[config.mk]
export PLATFORM = sky130hd
export DESIGN_NAME = wave_voice_gen
export DESIGN_NICKNAME = d
export VERILOG_FILES = /design/src/rtl/wave_voice_gen_pkg.sv /design/src/rtl/wave_voice_gen_quarter_sine_rom.sv /design/src/rtl/wave_voice_gen.sv
export SDC_FILE = /design/constraint.sdc
export NUM_CORES = 1
export LEC_CHECK = 0
export ABC_AREA = 1
export CAP_MARGIN = 20
export CORE_MARGIN = 8
export CORE_UTILIZATION = 60
export DETAILED_ROUTE_END_ITERATION = 7
export GPL_TIMING_DRIVEN = 1
export PLACE_DENSITY = 0.8
export SLEW_MARGIN = 20
export SYNTH_ARGS = -nofsm -noshare
export SYNTH_HDL_FRONTEND = slang
export SYNTH_HIERARCHICAL = 1
export SYNTH_SLANG_ARGS = --single-unit
[constraint.sdc]
create_clock -name i_clk -period 10.1 [get_ports i_clk]
set_input_delay 1.515 -clock i_clk [delete_from_list [all_inputs] [get_ports i_clk]]
set_output_delay 1.515 -clock i_clk [all_outputs]
set_load 0.05 [all_outputs]
[src/rtl/wave_voice_gen_pkg.sv]
// Shared constants for the wave voice generator: waveform select codes,
// select width and the amplitude scaling shift.
package wave_voice_gen_pkg;

    localparam int SEL_W       = 3;
    localparam int LEVEL_SHIFT = 8;

    typedef enum logic [SEL_W-1:0] {
        WAVE_SINE     = 3'd0,
        WAVE_SQUARE   = 3'd1,
        WAVE_SAW      = 3'd2,
        WAVE_TRIANGLE = 3'd3,
        WAVE_PULSE    = 3'd4
    } wave_sel_e;

endpackage

[src/rtl/wave_voice_gen_quarter_sine_rom.sv]
// Quarter-wave sine magnitude table with a registered (1-cycle) read.
// Only compiled when WAVE_VOICE_GEN_SINE_EN is defined.
`ifdef WAVE_VOICE_GEN_SINE_EN
module quarter_sine_rom #(
    parameter int PHASE_W  = 10,
    parameter int SAMPLE_W = 16
) (
    input  logic                i_clk,
    input  logic                i_en,
    input  logic [PHASE_W-3:0]  i_addr,
    output logic [SAMPLE_W-1:0] o_data
);

    localparam int DEPTH = 1 << (PHASE_W - 2);

    typedef logic [SAMPLE_W-1:0] table_t [DEPTH];

    // Table is built at elaboration; the sine is a Taylor series so only
    // basic real arithmetic is needed. Entries sample mid-step (k + 0.5).
    function automatic table_t build_table();
        table_t t;
        real    maxp;
        real    x;
        real    term;
        real    s;
        maxp = (2.0 ** (SAMPLE_W - 1)) - 1.0;
        for (int k = 0; k < DEPTH; k++) begin
            x    = 3.14159265358979323846 * (real'(k) + 0.5) / (2.0 * real'(DEPTH));
            s    = x;
            term = x;
            for (int n = 1; n < 10; n++) begin
                term = -term * x * x / (real'(2 * n) * real'(2 * n + 1));
                s    = s + term;
            end
            t[k] = SAMPLE_W'($rtoi(maxp * s + 0.5));
        end
        return t;
    endfunction

    localparam table_t ROM = build_table();

    always_ff @(posedge i_clk) begin
        if (i_en) begin
            o_data <= ROM[i_addr];
        end
    end

endmodule
`endif

[src/rtl/wave_voice_gen.sv]
// Three-stage voice oscillator: decode/register, raw waveform, level scaling.
// Define WAVE_VOICE_GEN_SINE_EN to build the sine ROM; otherwise select 0 is triangle.
module wave_voice_gen
    import wave_voice_gen_pkg::*;
#(
    parameter int PHASE_W  = 10,
    parameter int SAMPLE_W = 16,
    parameter int VOICE_W  = 8
) (
    input  logic                       i_clk,
    input  logic                       i_reset,
    input  logic                       i_valid,
    input  logic                       i_hold,
    input  logic [PHASE_W-1:0]         i_phase,
    input  logic [SEL_W-1:0]           i_wave_select,
    input  logic [PHASE_W-1:0]         i_duty,
    input  logic [7:0]                 i_level,
    input  logic [VOICE_W-1:0]         i_voice_index,
    output logic                       o_valid,
    output logic [VOICE_W-1:0]         o_voice_index,
    output logic signed [SAMPLE_W-1:0] o_sample,
    output logic                       o_err
);

    // Handshake: i_valid marks a request in any cycle with i_hold=0; there is
    // no backpressure to the source. i_hold=1 freezes every stage and ignores
    // inputs, so a held o_valid=1 is the same result re-presented.

    localparam int MSB    = PHASE_W - 1;
    localparam int TRI_SH = SAMPLE_W - PHASE_W + 1;
    localparam logic [SAMPLE_W-1:0] MAXP_V = {1'b0, {(SAMPLE_W-1){1'b1}}};
    localparam logic [SAMPLE_W-1:0] MINN_V = {1'b1, {(SAMPLE_W-1){1'b0}}};

    logic                 s1_valid;
    logic [VOICE_W-1:0]   s1_idx;
    logic [PHASE_W-1:0]   s1_phase;
    logic [SEL_W-1:0]     s1_sel;
    logic [PHASE_W-1:0]   s1_duty;
    logic [7:0]           s1_level;

    logic                        s2_valid;
    logic [VOICE_W-1:0]          s2_idx;
    logic signed [SAMPLE_W-1:0]  s2_raw;
    logic                        s2_err;
    logic [7:0]                  s2_level;

    logic [SAMPLE_W-1:0]  raw;
    logic                 illegal;
    logic [PHASE_W-2:0]   tri_t;
    logic [SAMPLE_W-1:0]  tri_raw;
    logic signed [SAMPLE_W+8:0] prod;

`ifdef WAVE_VOICE_GEN_SINE_EN
    // The ROM's read register is part of stage 1: its address is derived
    // from the incoming phase so the magnitude lines up with s1_phase.
    logic [PHASE_W-3:0]  rom_addr;
    logic [SAMPLE_W-1:0] rom_mag;

    assign rom_addr = i_phase[PHASE_W-3:0] ^ {(PHASE_W-2){i_phase[PHASE_W-2]}};

    quarter_sine_rom #(
        .PHASE_W  (PHASE_W),
        .SAMPLE_W (SAMPLE_W)
    ) u_rom (
        .i_clk  (i_clk),
        .i_en   (~i_hold),
        .i_addr (rom_addr),
        .o_data (rom_mag)
    );
`endif

    always_ff @(posedge i_clk) begin
        if (i_reset) begin
            s1_valid <= 1'b0;
            s1_idx   <= '0;
            s1_phase <= '0;
            s1_sel   <= '0;
            s1_duty  <= '0;
            s1_level <= '0;
        end else if (!i_hold) begin
            s1_valid <= i_valid;
            s1_idx   <= i_voice_index;
            s1_phase <= i_phase;
            s1_sel   <= i_wave_select;
            s1_duty  <= i_duty;
            s1_level <= i_level;
        end
    end

    assign tri_t   = s1_phase[MSB-1:0] ^ {(PHASE_W-1){s1_phase[MSB]}};
    assign tri_raw = {tri_t, {TRI_SH{1'b0}}} + MINN_V;

    always_comb begin
        raw     = '0;
        illegal = 1'b0;
        case (s1_sel)
`ifdef WAVE_VOICE_GEN_SINE_EN
            WAVE_SINE:     raw = s1_phase[MSB] ? -rom_mag : rom_mag;
`else
            WAVE_SINE:     raw = tri_raw;
`endif
            WAVE_SQUARE:   raw = s1_phase[MSB] ? MINN_V : MAXP_V;
            WAVE_SAW:      raw = {~s1_phase[MSB], s1_phase[MSB-1:0], {(SAMPLE_W-PHASE_W){1'b0}}};
            WAVE_TRIANGLE: raw = tri_raw;
            WAVE_PULSE:    raw = (s1_phase < s1_duty) ? MAXP_V : MINN_V;
            default:       illegal = 1'b1;
        endcase
    end

    always_ff @(posedge i_clk) begin
        if (i_reset) begin
            s2_valid <= 1'b0;
            s2_idx   <= '0;
            s2_raw   <= '0;
            s2_err   <= 1'b0;
            s2_level <= '0;
        end else if (!i_hold) begin
            s2_valid <= s1_valid;
            s2_idx   <= s1_idx;
            s2_raw   <= raw;
            s2_err   <= s1_valid & illegal;
            s2_level <= s1_level;
        end
    end

    // Full-precision signed product; level is zero-extended so it stays positive.
    assign prod = $signed({{9{s2_raw[SAMPLE_W-1]}}, s2_raw})
                * $signed({{(SAMPLE_W+1){1'b0}}, s2_level});

    always_ff @(posedge i_clk) begin
        if (i_reset) begin
            o_valid       <= 1'b0;
            o_voice_index <= '0;
            o_sample      <= '0;
            o_err         <= 1'b0;
        end else if (!i_hold) begin
            o_valid       <= s2_valid;
            o_voice_index <= s2_idx;
            o_sample      <= SAMPLE_W'(prod >>> LEVEL_SHIFT);
            o_err         <= s2_err;
        end
    end

endmodule

# --- Yosys cells after proc, flatten, opt, wreduce, memory -nomap -nowiden ---
# Index checks and enable logic that the tools add are counted.
op_classes:
  add_sub_neg: 1
  mul: 1
  div: 0
  n_lt_le_gt_ge: 1
  eq_ne: 4
  shift: 0
  n_mux: 4
  n_bitwise: 3
  reduce_logical: 3
op_table:
  columns: ["operator", "n"]
  rows:
  - ["$pmux 16 s4", 1]
  - ["$mux 16", 2]
  - ["$mul 16x9->24", 1]
  - ["$add 16x16->16 const B", 1]
  - ["$lt 10x10->1", 1]
  - ["$xor 9x9->9", 1]
  - ["$eq 3x2->1 const B", 2]
  - ["$reduce_or 5->1", 1]
  - ["$eq 3x1->1 const B", 1]
  - ["$eq 3x3->1 const B", 1]
  - ["$logic_not 3->1", 1]
  - ["$reduce_or 2->1", 1]
  - ["$and 1x1->1", 1]
  - ["$mux 1", 1]
  - ["$not 1->1", 1]
totals:
  regBits: 100
  latchBits: 0
  mem_bits_rw: 0
  rom_bits: 0
  input_bits: 43
  output_inout_bits: 26
  elab_cells: 32
  memories: 0

# --- Depth between registers and ports, before layout ---
# Gate-level depths: netlist (run 1).
logic_depth:
  word_depth: 4
  mapped_depth: 28

# --- Worst setup path before layout (run 1) ---
# Ideal clock, no wire load.
synth_timing:
  kind: "reg-to-reg"
  from: "register s2_level[0]"
  to: "register o_sample[11]"
  t_arrival_ns: 4.206
  setup_slack_ns: 5.785
  path_stages_with_launch: 19
  n_path_buf: 1
  path_cell_list: "dfxtp_1 > clkbuf_1 > nand2_1 > fa_1 > fa_1 > inv_1 > fa_1 > inv_1 > fa_1 > inv_1 > ha_1 > a21oi_1 > o21a_1 > a21boi_0 > nand2_1 > nand2_1 > nand3_1 > nand2_1 > inv_1"
synth_between:
  elab_chain_cells: 1
synth_rtl:
  columns: ["item", "line_no", "rtl"]
  rows:
  - ["from (decl)", "wave_voice_gen.sv:45", "logic [7:0] s2_level;"]
  - ["from (signal assigned)", "wave_voice_gen.sv:122", "s2_level <= s1_level;"]
  - ["$mul 16x9->24", "wave_voice_gen.sv:128", "* $signed({{(SAMPLE_W+1){1'b0}}, s2_level});"]
  - ["to (signal assigned)", "wave_voice_gen.sv:139", "o_sample <= SAMPLE_W'(prod >>> LEVEL_SHIFT);"]
  - ["to (decl)", "wave_voice_gen.sv:21", "output logic signed [SAMPLE_W-1:0] o_sample,"]
# Every way passes these cells.
# A chain may end at the register's enable or synchronous reset.

# --- Worst setup path after layout (run 1) ---
layout_timing:
  from: "register s2_level[4]"
  to: "register o_sample[3]"
# The elaborated chain is that of the path after synthesis.

==> metrics.csv, run 1 <==
metric,value,unit
grt_remaining_overflow,0,
postCtsSetupBuffers,0,
synthMuxAreaShare,0,
switchingPower,0.373,mW
dieHeight,132,µm
start_util,0.614,
core-area,13200,µm²
crit_family,adder cells,
synth_compound_area_frac,0.114,
worstSetupStartpointType,flip-flop,
numCtsBuffers,9,
period_needed,4.89,ns
dpl_cell_area,8820,µm²
timing.fmax,204,MHz
vdd_drop_max,117,µV
via_per_inst,5.13,
syn_area,8100,µm²
cts_tree,done,
area_growth,12.9,%
drv_cap,0,
syn_area_per_cell,7.22,µm²
clk_latency,0.35,ns
p_leak,4.83,nW
yosysWarnings,6,
layout.nets,1336,
nFillCells,1130,
power_density,116,nW/µm²
grt_util_all_layers,0.228,
grt_max_degree,103,
dpl_worst_slack,5.26,ns
finalCritPeriodShare,0.484,
crit_buf_inv,8,
crit_required,10.40,ns
power_frac_seq,0.413,
detail_route.wl_per_cell,14.3,µm
slew-limit-headroom,0.414,
hold_buffers,0,
cts_resized,0,
yosys.cell_types.count,32,
grt_pass1_vias,7115,
grt_pass1_wl,33300,µm
synthXorXnorAreaFrac,0.0184,
path_class,flip-flop to flip-flop,
synth-simple-area-share,0.208,
io_buffers,68,
die_x,132,µm
htreeDepth,3,
finalHoldViolCount,0,
drt_iter0_drc,431,
reg2reg_slack,5.21,ns
drive_above_1_share,0.0353,
dr_total_vias,6857,
clock-root-buffer,clkbuf_16,
rsz0062_at_grt,no,
cp_max_fo,14,
finalInstanceArea,9140,µm²
path_cells,nand2_1 > inv_1 > nor2_1 > a21oi_1 > ha_1 > inv_1 > nand2_1 > inv_1 > fa_1 > inv_1 > fa_1 > inv_1 > fa_1 > inv_1 > ha_1 > a21oi_1 > o21ai_0 > inv_1 > nand2_2 > o21ai_0 > nand2_1 > inv_1,
setup_viol,0,
ios,69,
synth_nets,1302,
synth_top_family_by_area,adder cells,
numClockSinks,95,
clockBufferDepth,2,
path_common_cell,inv_1,
fin_tns_setup,0,ns
max_stage_delay,0.71,ns
num_rows,42,
final_cell_mix,"inv_1 (230), nand2_1 (192), nor2_1 (164), dfxtp_1 (95), o21ai_0 (88)",
power_frac_clock,0.335,
antenna_found_initial,0,
switching_share,0.353,
cp-end-kind,flip-flop,
worstMarginPinSlew,0.879,ns
clkTransAtPathRegs,0.08,ns
hp-class,flip-flop to flip-flop,
final_common_cell,inv_1,
dp_hpwl,14900,µm
ant_nets,0,
fin_skew,0.0124,ns
p_int,0.685,mW
fp.dieArea,17500,µm²
cp.arrival,5.19,ns
drc_errors,0,
pwr-share-comb,0.252,
worst_path_max_delay_cell,dfxtp_1,
synthAdderAreaFrac,0.291,
syn-instance-count,1122,
gp_congestion,0.942,
antenna_cells,0,
totalWireLength,19100,µm
synth_seq_cells,95,
setup_ws,5.21,ns
dr.pass1.iters,6,
yosysSeqAreaShare,0.235,
status,"finished, final reports clean",
slew_viol_final,0,
[power by group through the flow]
| stage | Sequential [mW] | Clock (mW) | Combinational (mW) |
|---|---|---|---|
| after floorplan | 0.451 | 0 | 0.174 |
| after global placement | 0.444 | 0 | 0.262 |
| after detailed placement | 0.445 | 0 | 0.267 |
| after CTS | 0.436 | 0.358 | 0.270 |
| after global routing | 0.442 | 0.377 | 0.303 |
| final | 0.437 | 0.354 | 0.267 |
[sequential cells by signal, summed over array words and instances (netlist names)]
name,count
o_sample,16
s2_raw,11
s1_duty,10
s1_phase,10
o_voice_index,8
s1_idx,8
s1_level,8
s2_idx,8
s2_level,8
s1_sel,3
o_err,1
o_valid,1
s1_valid,1
s2_err,1
s2_valid,1
[cell type report]
type / instances / area [µm²] / share of cell area
sequential: 95 / 1900 / 0.208
inverter: 233 / 875 / 0.0957
timing repair buffer: 72 / 706 / 0.0772
tap: 176 / 220 / 0.0241
clock inverter: 7 / 93.8 / 0.0103
clock buffer: 9 / 225 / 0.0246
multi-input combinational: 745 / 5120 / 0.560
[worst paths after layout]
path,cells after the start,startpoint,endpoint
worst max-delay path,22,s2_level[4]$_SDFFE_PP0N_,o_sample[3]$_SDFFE_PP0N_
worst min-delay path,2,s1_duty[3]$_SDFFE_PP0N_,s1_duty[3]$_SDFFE_PP0N_
worst max register to register,22,s2_level[4]$_SDFFE_PP0N_,o_sample[3]$_SDFFE_PP0N_
worst min register to register,2,s1_duty[3]$_SDFFE_PP0N_,s1_duty[3]$_SDFFE_PP0N_
[cells in the mapped netlist]
library cell  instances  share of area
nor3_1                8         0.0049
dfxtp_1              95           0.23
nor2_1              164          0.076
a21oi_1              66          0.041
buf_6                 1         0.0014
ha_1                 51          0.079
nor3_2                1         0.0012
buf_2                 9         0.0056
nand2_4               4         0.0056
o21ai_0              88          0.054
o21a_1                4         0.0037
xor2_1                9         0.0097
o21ai_1               5         0.0031
nand3_1              28          0.017
a32oi_1               1         0.0011
inv_2                 3         0.0014
o21bai_1              3         0.0028
nor2_2                1        0.00077
a21boi_0              1        0.00093
nand4_1               4         0.0031
a211oi_1              1        0.00093
a21o_1                3         0.0028
nand2_2              11         0.0085
xnor2_1               8         0.0087
and2_1                1        0.00077
nand2_1             192          0.089
clkbuf_1             38          0.018
a22oi_1               4         0.0037
and3_1                1        0.00077
inv_1               230           0.11
clkbuf_2              1        0.00062
fa_1                 86           0.21
[logic make-up after synthesis]
logic type               after synthesis
AND/OR/NAND/NOR                      415
buffers and inverters                282
AO/OA/AOI/OAI                        176
adder cells (fa/ha/maj)              137
flip-flops                            95
XOR/XNOR                              17
[stage by stage]
| stage | total power, mW | utilization | std cells | hold slack [ns] |
|---|---|---|---|---|
| final | 1.06 | 0.693 | 1337 | 0.463 |
| after global routing | 1.12 | 0.693 | 1337 | 0.490 |
| after CTS | 1.06 | 0.693 | 1337 | 0.467 |
| after detailed placement | 0.712 | 0.669 | 1321 | 0.456 |
| after global placement | 0.706 | 0.669 | 1321 | 0.448 |
| after floorplan | 0.625 | - | 1122 | 0.428 |
[routing by layer]
metal / up-vias / global-route usage / wire (µm)
met1: 3202 / 0.277 / 8300
met5: - / 0 / 0
met4: 0 / 0.0738 / 545
li1: 3461 / - / -
met3: 35 / 0.0408 / 864
met2: 159 / 0.399 / 9360
[worst min-delay path: cells and delay by family (launching register included)]
family,cells,cell delay [ns]
DFF,1,0.30
buffers and inverters,1,0.06
AOI/OAI and AO/OA,1,0.06
Power figures use the tool's default switching activity.
==> run 2: changes to the inputs <==
- clock period: 10.1 -> 5 ns (I/O delays scaled with it)
==> run 2 against run 1 <==
Setup slack got worse by 4.9 ns. Critical endpoint is now o_sample[11]$_SDFFE_PP0N_. Clock power grew 100%. First-iteration DRC count increased by 3.9%. Via count up 1.3%. Power rose by 100%. Register-to-register slack worse by 4.9 ns. Sequential share of layout area hardly changed. Routed wire length down 0.15%. Final cell count up 0.37%.
==> metrics.csv, run 2 (same netlist as run 1, synthesis figures left out) <==
metric,value,unit,change
status,"finished, final reports clean",,
p_int,1.39,mW,+100%
die_x,132,µm,unchanged
finalInstanceArea,9180,µm²,+0.42%
dpl_cell_area,8860,µm²,+0.43%
dr_total_vias,6946,,+1.3%
clock-root-buffer,clkbuf_16,,
grt_pass1_vias,7187,,+1.0%
hold_ws,0.461,ns,-0.00239 ns
crit_required,5.25,ns,-5.15 ns
crit_start,s2_level[2]$_SDFFE_PP0N_,,
cp.arrival,4.96,ns,-0.23 ns
p_leak,4.85,nW,+0.55%
wl_met1,7930,µm,-4.5%
path_class,flip-flop to flip-flop,,
final_cell_mix,"inv_1 (230), nand2_1 (192), nor2_1 (163), dfxtp_1 (92), o21ai_0 (88)",,
antenna_found_initial,0,,unchanged
numClockSinks,95,,unchanged
dp_hpwl,15100,µm,+1.6%
clockBufferDepth,2,,unchanged
ant_nets,0,,unchanged
drt_iter0_drc,448,,+3.9%
dieHeight,132,µm,unchanged
grt_max_degree,66,,-36%
dr.max_layer_used,met4,,
slew-limit-headroom,0.395,,-0.0185
rsz0062_at_grt,no,,
reg2reg_slack,0.29,ns,-4.92 ns
power_frac_clock,0.333,,-0.002
r2r-end,o_sample[11]$_SDFFE_PP0N_,,
drc_errors,0,,unchanged
timing.fmax,212,MHz,+3.9%
hp-class,flip-flop to flip-flop,,
worstSetupStartpointType,flip-flop,,
fp.dieArea,17500,µm²,unchanged
clkTransAtPathRegs,0.07,ns,about the same
cp-end-kind,flip-flop,,
largest_register_ffs,16,,unchanged
worstMarginPinSlew,0.907,ns,+0.0278 ns
io_buffers,68,,unchanged
switching_share,0.351,,-0.00150
via_per_inst,5.18,,+0.92%
power_frac_seq,0.411,,-0.002
final_common_cell,inv_1,,
worstSetupEndpoint,o_sample[11]$_SDFFE_PP0N_,,
grt_remaining_overflow,0,,unchanged
reg_top3,"o_sample x16, s2_raw x11",,
num_rows,42,,unchanged
start_util,0.614,,unchanged
fin_tns_setup,0,ns,unchanged
top_register,o_sample,,
path_cells,nand2_1 > fa_1 > fa_1 > inv_1 > fa_1 > inv_1 > fa_1 > inv_1 > ha_1 > a21oi_1 > o21a_1 > a21boi_0 > nand2_1 > nand2_1 > nand3_1 > nand2_1 > inv_1,,
setup_viol,0,,unchanged
dp.cells,1326,,+0.38%
period_needed,4.71,ns,-0.183 ns
pwr-share-comb,0.256,,+0.004
met2_wirelength,9260,µm,-1.1%
layout.nets,1341,,+0.37%
dr.pass1.iters,6,,unchanged
grt_pass1_wl,33200,µm,-0.27%
max_stage_delay,0.69,ns,-0.02 ns
htreeDepth,3,,unchanged
cts_tree,done,,
detail_route.wl_per_cell,14.2,µm,-0.52%
drive_above_1_share,0.0429,,+0.00757
met3WireLength,1180,µm,+37%
multi_input_area,5120,µm²,about the same
switchingPower,0.751,mW,+100%
numCtsBuffers,9,,unchanged
hold_buffers,0,,unchanged
antenna_cells,0,,unchanged
ios,69,,unchanged
totalWireLength,19000,µm,-0.15%
slew_viol_final,0,,unchanged
nFillCells,1149,,+1.7%
power_density,233,nW/µm²,+100%
fin_skew,0.00762,ns,-0.00479 ns
cp_max_fo,12,,-2
grt_util_all_layers,0.229,,+0.000899
r2r-start,s2_level[2]$_SDFFE_PP0N_,,
clk_latency,0.35,ns,about the same
core-area,13200,µm²,unchanged
gp_congestion,0.943,,+0.12%
ff2ff_path_depth,17,,-23%
drv_cap,0,,unchanged
area_growth,13.3,%,
seqCellArea,1910,µm²,+0.20%
finalCritPeriodShare,0.942,,+0.457
finalHoldViolCount,0,,unchanged
final_cells,1342,,+0.37%
vdd_drop_max,222,µV,+90%
worst_path_max_delay_cell,dfxtp_1,,
==> run 2: area by class of cell <==
type	instances	share of cell area
Tap cell	176	0.0240
Sequential cell	95	0.208
Clock buffer	9	0.0245
Multi-Input combinational cell	745	0.558
Inverter	233	0.0953
Clock inverter	7	0.00968
Timing Repair Buffer	77	0.0810
==> run 2: power groups by stage <==
stage	clock network, mW	logic, mW	registers [mW]
after floorplan	0	0.352	0.910
after global placement	0	0.533	0.892
after detailed placement	0	0.547	0.894
after CTS	0.724	0.552	0.877
after global routing	0.751	0.621	0.886
final	0.711	0.547	0.879
==> run 2: worst max-delay path: cells and delay by family (launching register included) <==
| kind | cells | cell delay, ns |
|---|---|---|
| compound gates | 3 | 0.67 |
| fa+ha+maj | 5 | 2.56 |
| buf+inv | 4 | 0.20 |
| flops | 1 | 0.69 |
| simple gates | 5 | 0.47 |
==> run 2: how the worst min path moves through the flow <==
stage / from / to / slack (ns) / depth (start not counted)
floorplan: s1_duty[0]$_SDFFE_PP0N_ / s1_duty[0]$_SDFFE_PP0N_ / 0.43 / 2
global placement: s1_duty[5]$_SDFFE_PP0N_ / s1_duty[5]$_SDFFE_PP0N_ / 0.45 / 2
detailed placement: s1_duty[5]$_SDFFE_PP0N_ / s1_duty[5]$_SDFFE_PP0N_ / 0.45 / 2
CTS: s1_duty[3]$_SDFFE_PP0N_ / s1_duty[3]$_SDFFE_PP0N_ / 0.46 / 2
global route: s1_duty[6]$_SDFFE_PP0N_ / s1_duty[6]$_SDFFE_PP0N_ / 0.49 / 2
finish: s1_duty[5]$_SDFFE_PP0N_ / s1_duty[5]$_SDFFE_PP0N_ / 0.46 / 2
==> run 2: per-stage QoR <==
stage,setup WS [ns],total power [mW],util
after floorplan,0.685,1.26,-
after global routing,0.0435,2.26,0.696
after global placement,0.300,1.43,0.672
after detailed placement,0.287,1.44,0.672
final,0.291,2.14,0.696
after CTS,0.246,2.15,0.695
==> run 2: layer usage <==
layer,up-vias,track usage
li1,3472,-
met1,3208,0.267
met2,219,0.401
met3,47,0.0415
met4,0,0.102
met5,-,0
==> run 2: repair_timing <==
| item | CTS | global route |
|---|---|---|
| setup endpoints to repair | 0 | 8 |
| gates resized for setup | 0 | 4 |
| setup buffers | 0 | 0 |
